===== src/rtl/cpu_pkg.sv =====
// Shared CPU definitions: fetch FSM states, instruction field positions,
// opcode constants used by the control unit, and the memory-latency range rule.
package cpu_pkg;

  typedef enum logic [1:0] {
    IDLE = 2'd0,
    WAIT = 2'd1,
    DONE = 2'd2
  } fetch_state_e;

  localparam int OPC_HI = 31;
  localparam int OPC_LO = 26;
  localparam int RS_HI  = 25;
  localparam int RS_LO  = 21;
  localparam int RT_HI  = 20;
  localparam int RT_LO  = 16;
  localparam int RD_HI  = 15;
  localparam int RD_LO  = 11;
  localparam int SH_HI  = 10;
  localparam int SH_LO  = 6;
  localparam int FN_HI  = 5;
  localparam int FN_LO  = 0;
  localparam int IMM_HI = 15;
  localparam int IMM_LO = 0;
  localparam int JA_HI  = 25;
  localparam int JA_LO  = 0;

  localparam logic [5:0] OP_RTYPE = 6'h00;
  localparam logic [5:0] OP_J     = 6'h02;
  localparam logic [5:0] OP_JAL   = 6'h03;
  localparam logic [5:0] OP_BEQ   = 6'h04;
  localparam logic [5:0] OP_BNE   = 6'h05;
  localparam logic [5:0] OP_ADDI  = 6'h08;
  localparam logic [5:0] OP_LW    = 6'h23;
  localparam logic [5:0] OP_SW    = 6'h2B;

  localparam int MEM_LAT_MIN = 1;
  localparam int MEM_LAT_MAX = 15;
  localparam int CNT_W       = 4;

  function automatic bit mem_lat_legal(input int lat);
    return (lat >= MEM_LAT_MIN) && (lat <= MEM_LAT_MAX);
  endfunction

endpackage


===== src/rtl/ir_fields.sv =====
// Combinational splitter of an instruction word into its decode fields.
module ir_fields
  import cpu_pkg::*;
(
  input  logic [31:0] ir_i,
  output logic [5:0]  opcode_o,
  output logic [4:0]  rs_o,
  output logic [4:0]  rt_o,
  output logic [4:0]  rd_o,
  output logic [4:0]  shamt_o,
  output logic [5:0]  funct_o,
  output logic [15:0] imm16_o,
  output logic [25:0] jaddr_o
);

  assign opcode_o = ir_i[OPC_HI:OPC_LO];
  assign rs_o     = ir_i[RS_HI:RS_LO];
  assign rt_o     = ir_i[RT_HI:RT_LO];
  assign rd_o     = ir_i[RD_HI:RD_LO];
  assign shamt_o  = ir_i[SH_HI:SH_LO];
  assign funct_o  = ir_i[FN_HI:FN_LO];
  assign imm16_o  = ir_i[IMM_HI:IMM_LO];
  assign jaddr_o  = ir_i[JA_HI:JA_LO];

endmodule


===== src/rtl/fetch_unit.sv =====
// Instruction fetch stage: issues a fixed-latency memory read at the latched PC,
// loads the instruction register and presents decoded fields, PC+4 and a misalign flag.
module fetch_unit
  import cpu_pkg::*;
#(
  parameter int          MEM_LAT  = 2,
  parameter logic [31:0] RESET_IR = 32'h0000_0000
) (
  input  logic        clk,
  input  logic        reset,
  input  logic        fetch_req,
  input  logic        flush,
  input  logic [31:0] pc_in,
  input  logic [31:0] mem_rdata,
  output logic [31:0] mem_addr,
  output logic        mem_rd,
  output logic [31:0] ir_out,
  output logic [5:0]  opcode,
  output logic [4:0]  rs,
  output logic [4:0]  rt,
  output logic [4:0]  rd,
  output logic [4:0]  shamt,
  output logic [5:0]  funct,
  output logic [15:0] imm16,
  output logic [25:0] jaddr,
  output logic [31:0] pc_plus4,
  output logic        ir_valid,
  output logic        fetch_busy,
  output logic        fetch_done,
  output logic        misalign
);

  if (!mem_lat_legal(MEM_LAT)) begin : g_bad_mem_lat
    $error("fetch_unit: MEM_LAT must be within 1..15");
  end

  localparam logic [CNT_W-1:0] CNT_LOAD = CNT_W'(MEM_LAT - 1);

  fetch_state_e     state_q, state_d;
  logic [CNT_W-1:0] cnt_q, cnt_d;
  logic [31:0]      addr_q, addr_d;
  logic [31:0]      pc4_q, pc4_d;
  logic [31:0]      ir_q, ir_d;
  logic             valid_q, valid_d;
  logic             mis_q, mis_d;

  // NOTE: every next-state signal gets a hold default first so no path leaves one unassigned (no latches).
  always_comb begin
    state_d = state_q;
    cnt_d   = cnt_q;
    addr_d  = addr_q;
    pc4_d   = pc4_q;
    ir_d    = ir_q;
    valid_d = valid_q;
    mis_d   = mis_q;

    if (flush) begin
      state_d = IDLE;
      cnt_d   = '0;
      valid_d = 1'b0;
    end else begin
      case (state_q)
        WAIT: begin
          if (cnt_q == '0) begin
            ir_d    = mem_rdata;
            valid_d = 1'b1;
            state_d = DONE;
          end else begin
            cnt_d = cnt_q - 1'b1;
          end
        end
        default: begin
          state_d = IDLE;
          if (fetch_req) begin
            if (pc_in[1:0] == 2'b00) begin
              addr_d  = pc_in;
              pc4_d   = pc_in + 32'd4;
              cnt_d   = CNT_LOAD;
              mis_d   = 1'b0;
              state_d = WAIT;
            end else begin
              mis_d = 1'b1;
            end
          end
        end
      endcase
    end
  end

  // NOTE: sequential state uses non-blocking assignments so all registers update from pre-edge values.
  always_ff @(posedge clk or negedge reset) begin
    if (!reset) begin
      state_q <= IDLE;
      cnt_q   <= '0;
      addr_q  <= '0;
      pc4_q   <= 32'd4;
      ir_q    <= RESET_IR;
      valid_q <= 1'b0;
      mis_q   <= 1'b0;
    end else begin
      state_q <= state_d;
      cnt_q   <= cnt_d;
      addr_q  <= addr_d;
      pc4_q   <= pc4_d;
      ir_q    <= ir_d;
      valid_q <= valid_d;
      mis_q   <= mis_d;
    end
  end

  // Strobes decode registered state only, so no input can glitch them.
  assign mem_rd     = (state_q == WAIT);
  assign fetch_busy = (state_q == WAIT);
  assign fetch_done = (state_q == DONE);
  assign mem_addr   = addr_q;
  assign pc_plus4   = pc4_q;
  assign ir_out     = ir_q;
  assign ir_valid   = valid_q;
  assign misalign   = mis_q;

  ir_fields u_ir_fields (
    .ir_i     (ir_q),
    .opcode_o (opcode),
    .rs_o     (rs),
    .rt_o     (rt),
    .rd_o     (rd),
    .shamt_o  (shamt),
    .funct_o  (funct),
    .imm16_o  (imm16),
    .jaddr_o  (jaddr)
  );

endmodule


===== config.mk =====
export PLATFORM = sky130hd
export DESIGN_NAME = fetch_unit
export DESIGN_NICKNAME = d
export VERILOG_FILES = /design/src/rtl/cpu_pkg.sv /design/src/rtl/ir_fields.sv /design/src/rtl/fetch_unit.sv
export SDC_FILE = /design/constraint.sdc
export NUM_CORES = 1
export LEC_CHECK = 0
export CAP_MARGIN = 10
export CORE_MARGIN = 1.5
export CORE_UTILIZATION = 41
export CTS_CLUSTER_SIZE = 24
export DETAILED_ROUTE_END_ITERATION = 8
export PLACE_DENSITY = 0.92
export SKIP_LAST_GASP = 1
export SYNTH_ARGS = -nofsm -noshare
export SYNTH_HDL_FRONTEND = slang
export SYNTH_SLANG_ARGS = --single-unit

===== constraint.sdc =====
create_clock -name clk -period 2.5 [get_ports clk]
set_input_delay 0.25 -clock clk [delete_from_list [all_inputs] [get_ports clk]]
set_output_delay 0.25 -clock clk [all_outputs]
set_load 0.01 [all_outputs]

=== Yosys cells after proc, flatten, opt, wreduce, memory -nomap -nowiden ===
Cells that the tools add are included.

* Equality and inequality tests: 4
* Add/subtract/negate cells: 2
* Reductions and logical operators: 11
* Multiplexer cells: 14
* Bitwise gates (word level): 2

{| class="wikitable"
|+ Operators with widths
! operator !! number
|-
| $add A32 B3 Y32 const B || 1
|-
| $mux W4 || 5
|-
| $reduce_and A3 Y1 || 3
|-
| $mux W1 || 6
|-
| $mux W2 || 3
|-
| $reduce_bool A3 Y1 || 2
|-
| $logic_not A4 Y1 || 1
|-
| $reduce_and A4 Y1 || 1
|-
| $reduce_bool A2 Y1 || 2
|-
| $sub A4 B1 Y4 const B || 1
|-
| $ne A3 B2 Y1 const B || 1
|-
| $ne A3 B3 Y1 const B || 1
|-
| $eq A2 B1 Y1 const B || 1
|-
| $eq A2 B2 Y1 const B || 1
|-
| $logic_not A2 Y1 || 1
|-
| $not A1 Y1 || 2
|-
| $reduce_and A2 Y1 || 1
|}

* Bits in registers: 104
* Output and inout bits: 175

=== Longest topological paths before layout ===
* Word-level depth: 5
* Mapped depth: 8
* Gate-level depth less buffers: 6

=== By module ===
Synthesis repeated with hierarchy kept, for this count alone.

* Cell total of the unflattened synthesis: 506
* Area, all modules: 5004.8 um^2

{| class="wikitable"
|+ By module, submodules not included
! module !! cells an instance !! sequential area each (um^2) !! instances !! area an instance (um^2)
|-
| fetch_unit || 432 || 2553.7 || 1 || 4449.3
|-
| ir_fields || 74 || 0.0 || 1 || 555.5
|}

=== Worst setup path before layout ===
No wires, ideal clock.

* Path type: register to register
* Start point: register cnt_q[0]
* End point: register ir_q[10] (netlist: ir_out[10])
* Library setup time: 0.125 ns
* Arrival: 1.872 ns
* Slack: 0.503 ns
* Period minus slack after synthesis: 1.997 ns
* Stages on the path, launching flop included: 8
* Cells stage by stage: dfrtp_1 > inv_1 > ha_1 > or3b_1 > clkbuf_1 > nor3_4 > buf_4 > mux2_2

* Longest elaborated chain between the ends: 2

{| class="wikitable"
|+ Ends and longest elaborated chain
! element !! RTL line !! text
|-
| start: declaration || fetch_unit.sv:40 || <nowiki>logic [CNT_W-1:0] cnt_q, cnt_d;</nowiki>
|-
| start signal: assignment || fetch_unit.sv:102 || <nowiki>cnt_q <= cnt_d;</nowiki>
|-
| $logic_not A4 Y1 || fetch_unit.sv:64 || <nowiki>if (cnt_q == '0) begin</nowiki>
|-
| $reduce_and A3 Y1 (no source line) || n/a ||
|-
| end signal: assignment || fetch_unit.sv:105 || <nowiki>ir_q <= ir_d;</nowiki>
|-
| end: declaration || fetch_unit.sv:43 || <nowiki>logic [31:0] ir_q, ir_d;</nowiki>
|}

No other way between the ends.
A chain may end at the register's enable or synchronous reset.

=== Worst setup path after layout ===
* Start point: register cnt_q[0]
* End point: register ir_q[6] (netlist: ir_out[6])

Same word-level chain as after synthesis.

==> parameters.txt <==
Parameter                              Value

Pwr
  Comb pwr share ... 40.1%
  Clk network pwr share ... 21.8%
  Maximum resistive drop on vdd ... between 0.0003 and 0.0004 V
  P_int ... 4.20 mW
  Leakage power total ... 3.13 nW
  Net switching power figure ... 1.90 mW
  Net switching fraction of the power ... 31.2%
  Overall power of the completed layout ... 6.10 mW
  Pwr/cell area ... about 820 nW/µm²
  Share of power burned in registers ... 38.1%

Drt
  Wirelength, routed ... 14.2 mm
  Count of nets left with antenna violations after detail routing ... 0
  Post-route DRC ... 0
  Pre-antenna DRT Iters ... 4
  Detailed Route Iter0 Violations ... 298
  Routed vias ... 4244
  Final routed wire length divided by cell count ... 16.7 µm
  Mean number of vias per cell ... 4.98

STA
  Relative slew margins ... 65.4%
  Fmax achieved ... 0.477 GHz
  Unrepaired setup endpoints after global routing ... false
  Period Utilization, post-route ... 83.9%
  Setup tns final ... 0 ns
  Tightest Pin Transition ... between 0.5 and 0.6 ns
  Final-report max-slew violation count ... 0
  Final Hold Violating Endpoints ... 0
  Number of setup violations in the final report ... 0
  Worst clock skew ... roughly 0.0083 ns
  Tmin final ... 2.10 ns

Worst setup path
  Cell family with the largest share of critical-path delay ... simple AND/OR/NAND/NOR gates
  Depth of the worst register-to-register path ... 6
  Crit end category ... flop
  Depth of the critical timing path with buffers and inverters included ... 6
  FF-to-FF setup slack ... between 0.4 and 0.5 ns
  Crit path largest cell delay ... 0.46 ns
  Crit-path cells ... inv_1 > ha_1 > or3b_1 > nor3_4 > buf_12 > mux2_2
  Category of the most critical setup path ... reg2reg
  Critical-path cell with the highest stage delay ... sky130_fd_sc_hd__or3b_1
  Arrival @ worst endpoint ... 2.31 ns
  Number of buffers and inverters on the critical path ... 2
  Crit start category ... flop
  Worst path required time ... 2.72 ns
  Max Fanout on Critical Path ... 34

Layout
  Area used by multi-input combinational logic ... 1800 µm²
  Share of post-route cells with drive strength above 1 ... 10.4%
  Number of antenna diodes ... 0
  Reg area ... 2550 µm²
  Filler instances ... approximately 940
  Number of nets in the layout ... 750
  P&R area growth vs syn ... 46.8%

Die
  Width of the chip ... 114 µm
  Die span in y ... 114 µm
  Effective utilization at floorplan ... a little over two fifths
  Site Rows ... 40
  I/O pins ... 243
  Core Area ... 12100 µm²
  Area of the die ... 13100 µm²

Logic synthesis
  Fraction of the yosys area taken by sequential cells ... about 50%
  Most used DFF post-synth ... sky130_fd_sc_hd__dfrtp_1
  Cells after synthesis ... 512
  Mean cell area of the mapped netlist ... 9.91 µm²
  Portion of synthesized cell area occupied by the leading cell type ... 49.8%
  Dominant cell by count in the synthesized netlist ... sky130_fd_sc_hd__nand2_1
  Most frequent cells after synthesis ... sky130_fd_sc_hd__nand2_1 (115), sky130_fd_sc_hd__dfrtp_1 (101), sky130_fd_sc_hd__buf_4 (81), sky130_fd_sc_hd__mux2_2 (32), sky130_fd_sc_hd__o21ai_0 (21)
  Post-synth EDFFs ... 0
  Dominant cell type by area after synthesis ... sky130_fd_sc_hd__dfrtp_1
  Number of warnings printed during yosys synthesis ... 0
  #FFs+latches synth ... 102
  Post-synthesis instance area ... 5070 µm²
  Most area-consuming cells after synthesis ... sky130_fd_sc_hd__dfrtp_1 (50%), sky130_fd_sc_hd__buf_4 (12%), sky130_fd_sc_hd__nand2_1 (8.5%)
  Synthesized netlist net count ... 583
  Synth unique cells ... 40
  FFs w/ async S/R, synth ... 100%

Placement
  Detail Placement HPWL ... approximately 11 mm
  Weighted congestion reported at the end of routability-driven placement ... 0.859
  Count of buffers from port buffering ... 242

Global routing
  Grt total ovfl ... 0
  Overall Global Routing Usage ... 21.7%
  Pin count of the biggest net entering global routing ... 67
  First-pass GRT wire length ... between 20 and 25 mm
  Number of antenna violations at the first check in global routing ... 0
  Vias in the first global route ... roughly 4200

Clock tree
  Clock slew seen by the registers of the worst setup and hold paths ... about 0.070 ns
  CTS Buf Count ... 9
  Post-CTS sizing ... 0
  TritonCTS sink count ... 102
  Skew-Pair Late Insertion Delay ... ~0.34 ns
  TritonCTS clock tree ... done
  Max clock buf depth ... 2
  H-tree levels ... 3
  Root cell of the clock tree ... sky130_fd_sc_hd__clkbuf_16

Job
  Max cap viols ... 0

Run status
  Status ... finished, final reports clean

Min path
  Kind of path behind the tightest hold check ... in2async
==> flip-flops by register name (all words and copies together), names as in the netlist <==
| name | count |
|---|---|
| cnt_q | 4 |
| mem_addr | 32 |
| ir_valid | 1 |
| misalign | 1 |
| ir_out | 32 |
| pc_plus4 | 30 |
| state_q | 2 |
==> kinds of logic (layout without fill, tap and decap cells) <==
family | Yosys count | after routing | synth area share, %
AO/OA/AOI/OAI | 53 | 53 | 6.24
flip-flops | 102 | 102 | 50.3
buffers and inverters | 108 | 280 | 14.4
adder cells (fa/ha/maj) | 3 | 3 | 0.740
XOR/XNOR | 14 | 14 | 2.42
AND/OR/NAND/NOR | 199 | 199 | 18.6
multiplexers | 33 | 33 | 7.30
==> per-stage QoR <==
stage / util [%] / hold slack (ns) / area [µm²] / instances / setup WS, ns
3_5_place_dp: 59.4 / 0.258 / 7160 / 835 / 0.0954
2_1_floorplan: - / -0.0456 / 5070 / 512 / 0.503
4_1_cts: 61.8 / 0.449 / 7450 / 852 / 0.419
3_3_place_gp: 59.4 / 0.243 / 7160 / 835 / 0.186
5_1_grt: 61.8 / 0.495 / 7450 / 852 / 0.294
6_report: 61.8 / 0.435 / 7450 / 852 / 0.403
==> power groups by stage <==
| stage | logic, mW | clock network [mW] | registers, mW |
|---|---|---|---|
| floorplan | 1.05 | 0 | 2.46 |
| global placement | 2.42 | 0 | 2.32 |
| detailed placement | 2.47 | 0 | 2.35 |
| CTS | 2.48 | 1.36 | 2.33 |
| global route | 2.60 | 1.44 | 2.38 |
| finish | 2.45 | 1.33 | 2.32 |
==> worst register-to-register path, stage by stage, from the launching register on <==
cell	delay [ns]
sky130_fd_sc_hd__dfrtp_1	0.40
sky130_fd_sc_hd__inv_1	0.13
sky130_fd_sc_hd__ha_1	0.18
sky130_fd_sc_hd__or3b_1	0.46
sky130_fd_sc_hd__nor3_4	0.19
sky130_fd_sc_hd__buf_12	0.24
sky130_fd_sc_hd__mux2_2	0.37
==> repair_timing <==
action / CTS / global route
endpoints found under the hold margin: 36 / 0
hold buffers: 1 / 0
setup buffers: 0 / 0
==> layout by cell type, fill, tap and decap left out, types with 5 or more instances in the layout <==
master / n
sky130_fd_sc_hd__nor2_1: 20
sky130_fd_sc_hd__or4_1: 10
sky130_fd_sc_hd__nand4_1: 12
sky130_fd_sc_hd__mux2_2: 32
sky130_fd_sc_hd__nand3_1: 11
sky130_fd_sc_hd__o21ai_0: 21
sky130_fd_sc_hd__a31oi_1: 14
sky130_fd_sc_hd__and3_1: 5
sky130_fd_sc_hd__o31ai_1: 10
sky130_fd_sc_hd__buf_4: 14
sky130_fd_sc_hd__nand2_1: 115
sky130_fd_sc_hd__clkdlybuf4s50_1: 241
sky130_fd_sc_hd__a21oi_1: 5
sky130_fd_sc_hd__dfrtp_1: 101
sky130_fd_sc_hd__clkbuf_16: 9
sky130_fd_sc_hd__xor2_1: 10
==> per-layer routing <==
metal	up-vias	routed length [µm]	global-route usage, %
met5	-	0	0
met1	2040	5420	25.1
met4	0	206	6.08
met3	20	972	4.55
li1	1991	-	-
met2	193	7590	40.3
==> final cells by class <==
class | count | share of cell area (%)
Clock buffer | 9 | 3.02
Clock inverter | 7 | 0.772
Inverter | 5 | 0.285
Multi-Input combinational cell | 302 | 24.1
Sequential cell | 102 | 34.3
Tap cell | 168 | 2.82
Timing Repair Buffer | 259 | 34.7
==> final timing paths <==
| path | to | start |
|---|---|---|
| worst max-delay path | ir_out[6]$_DFFE_PN0P_ | cnt_q[0]$_DFFE_PN0P_ |
| worst min-delay path | ir_out[31]$_DFFE_PN0P_ | reset |
| worst max register to register | ir_out[6]$_DFFE_PN0P_ | cnt_q[0]$_DFFE_PN0P_ |
| worst min register to register | pc_plus4[10]$_DFFE_PN0P_ | pc_plus4[10]$_DFFE_PN0P_ |
| max in group asynchronous | pc_plus4[2]$_DFFE_PN1P_ | reset |
| min in group clk | pc_plus4[10]$_DFFE_PN0P_ | pc_plus4[10]$_DFFE_PN0P_ |
Power figures use the tool's default switching activity.
